`config.mk`:
```
export PLATFORM = sky130hd
export DESIGN_NAME = pc_fetch_flat
export DESIGN_NICKNAME = d
export VERILOG_FILES = /design/src/rtl/pc_fetch_if.sv /design/src/rtl/pc_fetch.sv /design/src/flat_wrapper.sv
export SDC_FILE = /design/constraint.sdc
export NUM_CORES = 1
export LEC_CHECK = 0
export ABC_AREA = 1
export CORE_ASPECT_RATIO = 0.7
export CORE_MARGIN = 2
export CORE_UTILIZATION = 48
export CTS_CLUSTER_SIZE = 14
export DETAILED_ROUTE_END_ITERATION = 6
export GPL_TIMING_DRIVEN = 0
export HOLD_SLACK_MARGIN = 0.1
export PLACE_DENSITY = 0.86
export SLEW_MARGIN = 5
export SYNTH_ARGS = -nofsm -noshare
export SYNTH_HDL_FRONTEND = slang
export SYNTH_SLANG_ARGS = --single-unit
export TNS_END_PERCENT = 50
```
`constraint.sdc`:
```
create_clock -name clk -period 4.25 [get_ports clk]
set_input_delay 0.425 -clock clk [delete_from_list [all_inputs] [get_ports clk]]
set_output_delay 0.425 -clock clk [all_outputs]
set_load 0.03 [all_outputs]
```
`src/rtl/pc_fetch_if.sv`:
```
// Fetch-side bus bundle: instruction memory request/grant/response plus the
// decode valid/ready handshake and the next-PC feedback.
interface pc_fetch_if;
  logic        imem_req;
  logic [29:0] imem_addr;
  logic        imem_gnt;
  logic        imem_rvalid;
  logic [31:0] imem_rdata;
  logic [29:0] npc_in;
  logic [29:0] pc_out;
  logic [31:0] instr;
  logic        instr_valid;
  logic        instr_ready;

  modport master (
    output imem_req, imem_addr, pc_out, instr, instr_valid,
    input  imem_gnt, imem_rvalid, imem_rdata, npc_in, instr_ready
  );

  modport slave (
    input  imem_req, imem_addr, pc_out, instr, instr_valid,
    output imem_gnt, imem_rvalid, imem_rdata, npc_in, instr_ready
  );
endinterface

```
`src/rtl/pc_fetch.sv`:
```
// PC register plus single-outstanding instruction fetch FSM with a response
// watchdog and an accepted-instruction counter.
module pc_fetch #(
  parameter logic [29:0] RESET_PC = 30'h0000_0C00,
  parameter int          TIMEOUT  = 16
) (
  input  logic        clk,
  input  logic        rst_n,
  pc_fetch_if.master  bus,
  output logic        fetch_err,
  output logic [31:0] fetch_cnt
);

  localparam logic [7:0] TMAX = 8'(TIMEOUT - 1);

  typedef enum logic [1:0] {S_REQ, S_WAIT, S_VALID, S_ERR} state_t;

  state_t      state;
  logic [29:0] pc;
  logic [31:0] instr_q;
  logic [7:0]  tcnt;
  logic        req_q;

  // imem_req is its own register so it can read 0 during reset while the
  // FSM already sits in REQ; it rises on the first edge after release.
  always_ff @(posedge clk or negedge rst_n) begin
    if (!rst_n) begin
      state     <= S_REQ;
      pc        <= RESET_PC;
      instr_q   <= '0;
      fetch_cnt <= '0;
      fetch_err <= 1'b0;
      tcnt      <= '0;
      req_q     <= 1'b0;
    end else begin
      case (state)
        S_REQ: begin
          if (!req_q) begin
            req_q <= 1'b1;
          end else if (bus.imem_gnt) begin
            req_q <= 1'b0;
            tcnt  <= '0;
            state <= S_WAIT;
          end
        end
        S_WAIT: begin
          // A response on the final watchdog cycle still wins.
          if (bus.imem_rvalid) begin
            instr_q <= bus.imem_rdata;
            state   <= S_VALID;
          end else if (tcnt == TMAX) begin
            fetch_err <= 1'b1;
            state     <= S_ERR;
          end else begin
            tcnt <= tcnt + 8'd1;
          end
        end
        S_VALID: begin
          if (bus.instr_ready) begin
            pc        <= bus.npc_in;
            fetch_cnt <= fetch_cnt + 32'd1;
            req_q     <= 1'b1;
            state     <= S_REQ;
          end
        end
        S_ERR: ;
        default: state <= S_ERR;
      endcase
    end
  end

  assign bus.imem_req    = req_q;
  assign bus.imem_addr   = pc;
  assign bus.pc_out      = pc;
  assign bus.instr       = instr_q;
  assign bus.instr_valid = (state == S_VALID);

endmodule

```
`src/flat_wrapper.sv`:
```
// flat-port wrapper written by rule: the top's interface ports become plain ports
module pc_fetch_flat 
#(
  parameter logic [29:0] RESET_PC = 30'h0000_0C00,
  parameter int          TIMEOUT  = 16
)
  (clk, rst_n, fetch_err, fetch_cnt, bus_imem_req, bus_imem_addr, bus_pc_out, bus_instr, bus_instr_valid, bus_imem_gnt, bus_imem_rvalid, bus_imem_rdata, bus_npc_in, bus_instr_ready);
  pc_fetch_if bus_i ();
  input  logic clk;
  input  logic rst_n;
  output logic fetch_err;
  output logic [31:0] fetch_cnt;
  output wire logic [$bits(bus_i.imem_req)-1:0] bus_imem_req;
  output wire logic [$bits(bus_i.imem_addr)-1:0] bus_imem_addr;
  output wire logic [$bits(bus_i.pc_out)-1:0] bus_pc_out;
  output wire logic [$bits(bus_i.instr)-1:0] bus_instr;
  output wire logic [$bits(bus_i.instr_valid)-1:0] bus_instr_valid;
  input wire logic [$bits(bus_i.imem_gnt)-1:0] bus_imem_gnt;
  input wire logic [$bits(bus_i.imem_rvalid)-1:0] bus_imem_rvalid;
  input wire logic [$bits(bus_i.imem_rdata)-1:0] bus_imem_rdata;
  input wire logic [$bits(bus_i.npc_in)-1:0] bus_npc_in;
  input wire logic [$bits(bus_i.instr_ready)-1:0] bus_instr_ready;
  assign bus_imem_req = bus_i.imem_req;
  assign bus_imem_addr = bus_i.imem_addr;
  assign bus_pc_out = bus_i.pc_out;
  assign bus_instr = bus_i.instr;
  assign bus_instr_valid = bus_i.instr_valid;
  assign bus_i.imem_gnt = bus_imem_gnt;
  assign bus_i.imem_rvalid = bus_imem_rvalid;
  assign bus_i.imem_rdata = bus_imem_rdata;
  assign bus_i.npc_in = bus_npc_in;
  assign bus_i.instr_ready = bus_instr_ready;
  pc_fetch #(.RESET_PC(RESET_PC), .TIMEOUT(TIMEOUT)) u_core (.clk(clk), .rst_n(rst_n), .bus(bus_i), .fetch_err(fetch_err), .fetch_cnt(fetch_cnt));
endmodule
```
-- Word-level counts from Yosys, hierarchy flattened
Cells that the tools add are included.
- register bits after elaboration: 106
- output and inout bits: 127
- word-level logic and storage cells: 44
- input port bits: 67
- bitwise logic cells: 1
- equal/unequal tests: 9
- add/sub/neg operators: 2
- reduce and logical (&&, ||, !) cells: 10
- muxes and demuxes: 15
- operator list (cell ; number):
    adder 32 x 1 -> 32 bit, second input constant ; 1
    two-way mux 8 bit ; 4
    case mux 8 bit (2 select lines) ; 1
    two-way mux 2 bit ; 5
    AND reduction 5 bit ; 2
    adder 8 x 1 -> 8 bit, second input constant ; 1
    equality test 8 x 4 -> 1 bit, second input constant ; 1
    != test 2 bit, second input constant ; 3
    case mux 2 bit (3 select lines) ; 1
    AND reduction 2 bit ; 3
    != test 2 x 1 -> 1 bit, second input constant ; 2
    nonzero test 2 bit ; 2
    two-way mux 1 bit ; 3
    != test 3 x 2 -> 1 bit, second input constant ; 1
    AND reduction 3 bit ; 1
    nonzero test 3 bit ; 1
    equality test 2 x 1 -> 1 bit, second input constant ; 1
    equality test 2 bit, second input constant ; 1
    zero test 2 bit ; 1
    case mux 1 bit (2 select lines) ; 1
    inverter 1 bit ; 1

-- Longest topological paths before layout
- depth after elaboration: 4
- gate-level depth with buffers: 10
- gate-level depth less buffers: 9

-- Least setup slack after synthesis
No wires, ideal clock.
- path type: flip-flop to flip-flop
- start: register u_core.fetch_cnt[1]
- end: register u_core.fetch_cnt[18]
- library setup time: 119 ps
- required time: 4131 ps
- arrival time: 1447 ps
- setup slack: 2684 ps
- stages on the path, launching flop included: 9
- buffers on the path: 0
- cells stage by stage: dfrtp_1 > ha_1 > nand3_1 > inv_2 > nand2_4 > nor2_8 > nand2_2 > xor2_1 > inv_1
- longest elaborated chain between the ends: 1
- ends and longest elaborated chain (what ; line ; source):
    from (decl) ; pc_fetch.sv:11 ; output logic [31:0] fetch_cnt
    from (signal assigned) ; pc_fetch.sv:61 ; fetch_cnt <= fetch_cnt + 32'd1;
    adder 32 x 1 -> 32 bit ; pc_fetch.sv:61 ;
Every way passes these cells.
A chain may end at the register's enable or synchronous reset.

-- Worst setup path in the final report
- start: register u_core.state[0]
- end: output port bus_instr_valid
- longest elaborated chain between the ends: 1
- ends and longest elaborated chain (what ; line ; source):
    from (decl) ; pc_fetch.sv:18 ; state_t state;
    from (signal assigned) ; pc_fetch.sv:28 ; state <= S_REQ;
    from (signal assigned) ; pc_fetch.sv:43 ; state <= S_WAIT;
    from (signal assigned) ; pc_fetch.sv:50 ; state <= S_VALID;
    equality test 2 bit ; pc_fetch.sv:76 ; assign bus.instr_valid = (state == S_VALID);
    to (decl) ; flat_wrapper.sv:17 ; output wire logic [$bits(bus_i.instr_valid)-1:0] bus_instr_valid;
Every way passes these cells.

==> results.yml <==
sta:
  maxSlewViolCount: 0
  max_freq_ghz: 0.4792
  hold_viol_final: 0
  period_share_pct: 49.11
  finalSetupViolations: 0
  relSlewSlack_pct: 56.28
  final.setup_skew_ns: 0.005804
  post-route-min-period_ns: 2.087
  max_slew.worst_pin.slew_ns: 0.6558
  rsz0062_at_grt: "no"
critical_path:
  cp_cell_sequence: "nor2_4 > clkdlybuf4s50_1"
  critPathKind: "register to output port"
  reg2reg_to: "u_core.fetch_cnt[23]"
  cp.arrival_ns: 1.66
  worst_path_largest_cell_delay_ns: 0.68
  slowest_stage: "clkdlybuf4s50_1"
  worst_r2r_path_depth: 9
  worstReg2RegStart: "u_core.fetch_cnt[1]"
  maximum_net_fanout_on_the_critical_path: 6
  cp_data_required_time_ns: 3.83
  end_kind: "output port"
  worstSetupStartpointType: "register"
  flop2flop_setup_slack_ns: 2.66
floorplanning:
  top_level_ports: 194
  die_area_um2: 11410
  dieWidth_um: 126.8
  die_boundary_height_um: 89.98
  floorplan.initialDensity_pct: 49.13
  rows: 31
  core_area_um2: 10320
route:
  vias_per_cell: 4.807
  route.vias.total: 4634
  drt_pre_antenna_iters: 4
  route.detailed.drc: 0
  detail_route.iter0.violations: 304
  route.final.wire_length_um: 13120
  routed_wire_length_per_instance_um: 13.61
  residual_antenna_violating_net_count_after_detailed_routing: 0
final_layout:
  final_core_util_pct: 72.65
  synth_to_layout_area_growth_pct: 47.89
  num_antenna_cells: 0
  fin_cells: 964
  layout-drive-gt1-share_pct: 10.70
  finalNetCount: 896
clock_tree:
  cts_buffers: 9
  postCtsResizedCells: 0
  worstSkewPairLatency_ns: 0.34
  tritoncts_num_sinks: 106
  hold_fix_buffers_cts: 0
  cts-root-to-sink-buffers: 2
  cts-root-buf: "clkbuf_16"
  post-cts-setup-buffer-count: 0
  cts_max_level: 3
  tritoncts: "yes"
  cts.clk_slew.worst_paths_ns: 0.07
power_and_ir_drop:
  clk_network_pwr_share_pct: 16.8
  leakage_nw: 3.670
  power.switching_mw: 2.123
  switching_share_pct: 42.10
  ir_drop_mv: 0.4851
  power_density_nw_per_um2: 672.8
  power.share.combinational_pct: 52.1
  cellInternalPower_mw: 2.920
  seq_power_share_pct: 31.1
global_routing:
  track_usage_pct: 23.36
  vias_in_the_first_global_route: 4442
  largest_net_degree_at_the_start_of_global_routing: 58
  global_route_wire_length_before_repair_um: 21580
  antenna_found_initial: 0
  gr-total-overflow: 0
placed_design:
  place.detailed.hpwl_um: 9945
  globalplace.congestion: 0.9030
  port-buffer-count: 193
  numPlacedInstances: 948
synthesis:
  synthDominantCellAreaShare_pct: 51.35
  post_synth_inst_count: 622
  ys_ff_latch: 106
  syn-num-nets: 691
  post_synth_main_area_contributors: "dfrtp_1 (51%), nand2_1 (21%), buf_4 (4.9%)"
  synth.most_common_cell: "nand2_1"
  post_synth_edffs: 0
  synth_largest_area_cell: "dfrtp_1"
  synth.distinct_cells: 30
  synth.yosys.seq_area_share_pct: 52.38
  synth-async-reset-ratio_pct: 100.0
  synth-warning-count: 0
  synthesis.area_per_instance_um2: 8.149
  ys_dominant_reg_cell: "dfrtp_1"
  syn_area_um2: 5069
  synth_top_cells_by_count: "nand2_1 (288), dfrtp_1 (104), inv_1 (42)"
flow_run:
  maxCapViolations: 0
run_status:
  outcome: "finished clean"
worst_hold_path:
  worstHoldPathType: "primary input to asynchronous set/reset pin"
## cells in the final DEF (no fill, tap or decap), types with 2 or more instances in the layout
cell type | netlist | layout
buf_2 | 7 | 7
buf_4 | 33 | 34
buf_6 | 2 | 2
clkbuf_1 | 3 | 3
clkbuf_16 | 0 | 9
clkdlybuf4s50_1 | 0 | 192
clkinv_2 | 0 | 2
clkinv_4 | 0 | 3
dfrtp_1 | 104 | 104
dfstp_2 | 2 | 2
ha_1 | 2 | 2
inv_1 | 42 | 42
inv_2 | 4 | 4
nand2_1 | 288 | 288
nand2_2 | 5 | 5
nand3_1 | 25 | 25
nand3b_1 | 2 | 2
nand4_1 | 7 | 7
nor2_1 | 41 | 41
nor2_2 | 6 | 6
nor2_4 | 3 | 3
nor2_8 | 2 | 2
nor3_1 | 3 | 3
o21ai_0 | 6 | 6
o21ai_1 | 3 | 3
o21ai_2 | 4 | 4
xnor2_1 | 12 | 12
xor2_1 | 10 | 10
## power by group through the flow
| stage | Sequential (mW) | Combinational [mW] | Clock (mW) |
|---|---|---|---|
| 2_1_floorplan | 2.13 | 0.961 | 0 |
| 3_3_place_gp | 1.56 | 2.58 | 0 |
| 3_5_place_dp | 1.58 | 2.64 | 0 |
| 4_1_cts | 1.57 | 2.65 | 0.863 |
| 5_1_grt | 1.61 | 2.79 | 0.914 |
| 6_report | 1.57 | 2.63 | 0.847 |
## layout make-up
| type | instances | area [µm²] |
|---|---|---|
| buffer | 45 | 316.6 |
| clock buffer | 10 | 239.0 |
| clock inverter | 6 | 66.31 |
| fill | 782 | 2821 |
| inverter | 46 | 172.7 |
| multi-input combinational | 425 | 1924 |
| sequential | 106 | 2655 |
| tap | 132 | 165.2 |
| timing repair buffer | 194 | 1957 |
## cells by family after synthesis
group | count (synthesis) | share of synthesized area (%)
buf+inv | 91 | 9.652
flops | 106 | 52.38
compound gates | 16 | 2.024
fa+ha+maj | 2 | 0.4936
simple gates | 385 | 31.65
xor+xnor | 22 | 3.801
## registers in the layout, indices dropped and copies added, names as in the netlist
signal	flops
u_core.bus.imem_addr	30
u_core.bus.imem_req	1
u_core.bus.instr	32
u_core.fetch_cnt	32
u_core.fetch_err	1
u_core.state	2
u_core.tcnt	8
## stage by stage
stage,instance area (µm²),setup slack (ns),hold WS (ns),power [mW],setup TNS [ns]
2_1_floorplan,5069,2.684,0.1294,3.095,0
3_3_place_gp,7166,-1.170,0.4459,4.141,-121.06
3_5_place_dp,7191,2.316,0.4558,4.216,0
4_1_cts,7496,2.156,0.1320,5.080,0
5_1_grt,7496,2.105,0.1459,5.316,0
6_report,7496,2.163,0.1037,5.044,0
## per-layer routing
layer / up-vias / global-route usage [%] / part of all wire (%)
li1: 2275 / - / -
met1: 2176 / 30.28 / 43
met2: 158 / 38.66 / 48
met3: 25 / 7.143 / 6.9
met4: 0 / 5.678 / 1.6
met5: - / 0 / 0
## worst max-delay path by stage
stage / startpoint / to / slack, ns / cells past startpoint
final: u_core.state[0] / bus_instr_valid / 2.16 / 2
after global routing: u_core.state[1] / bus_instr_valid / 2.11 / 3
after CTS: u_core.state[0] / bus_instr_valid / 2.16 / 2
after detailed placement: bus_instr_ready / u_core.bus.imem_addr[18] / 2.32 / 7
after global placement: rst_n / u_core.bus.instr[30] / -1.17 / 1
after floorplan: u_core.fetch_cnt[1] / u_core.fetch_cnt[18] / 2.68 / 8
## critical path, delay by kind of cell, from the launching register on
kind / cells / cell delay (ns)
and+or+nand+nor: 1 / 0.16
DFF: 1 / 0.47
buffers and inverters: 1 / 0.68
Power figures use the tool's default switching activity.
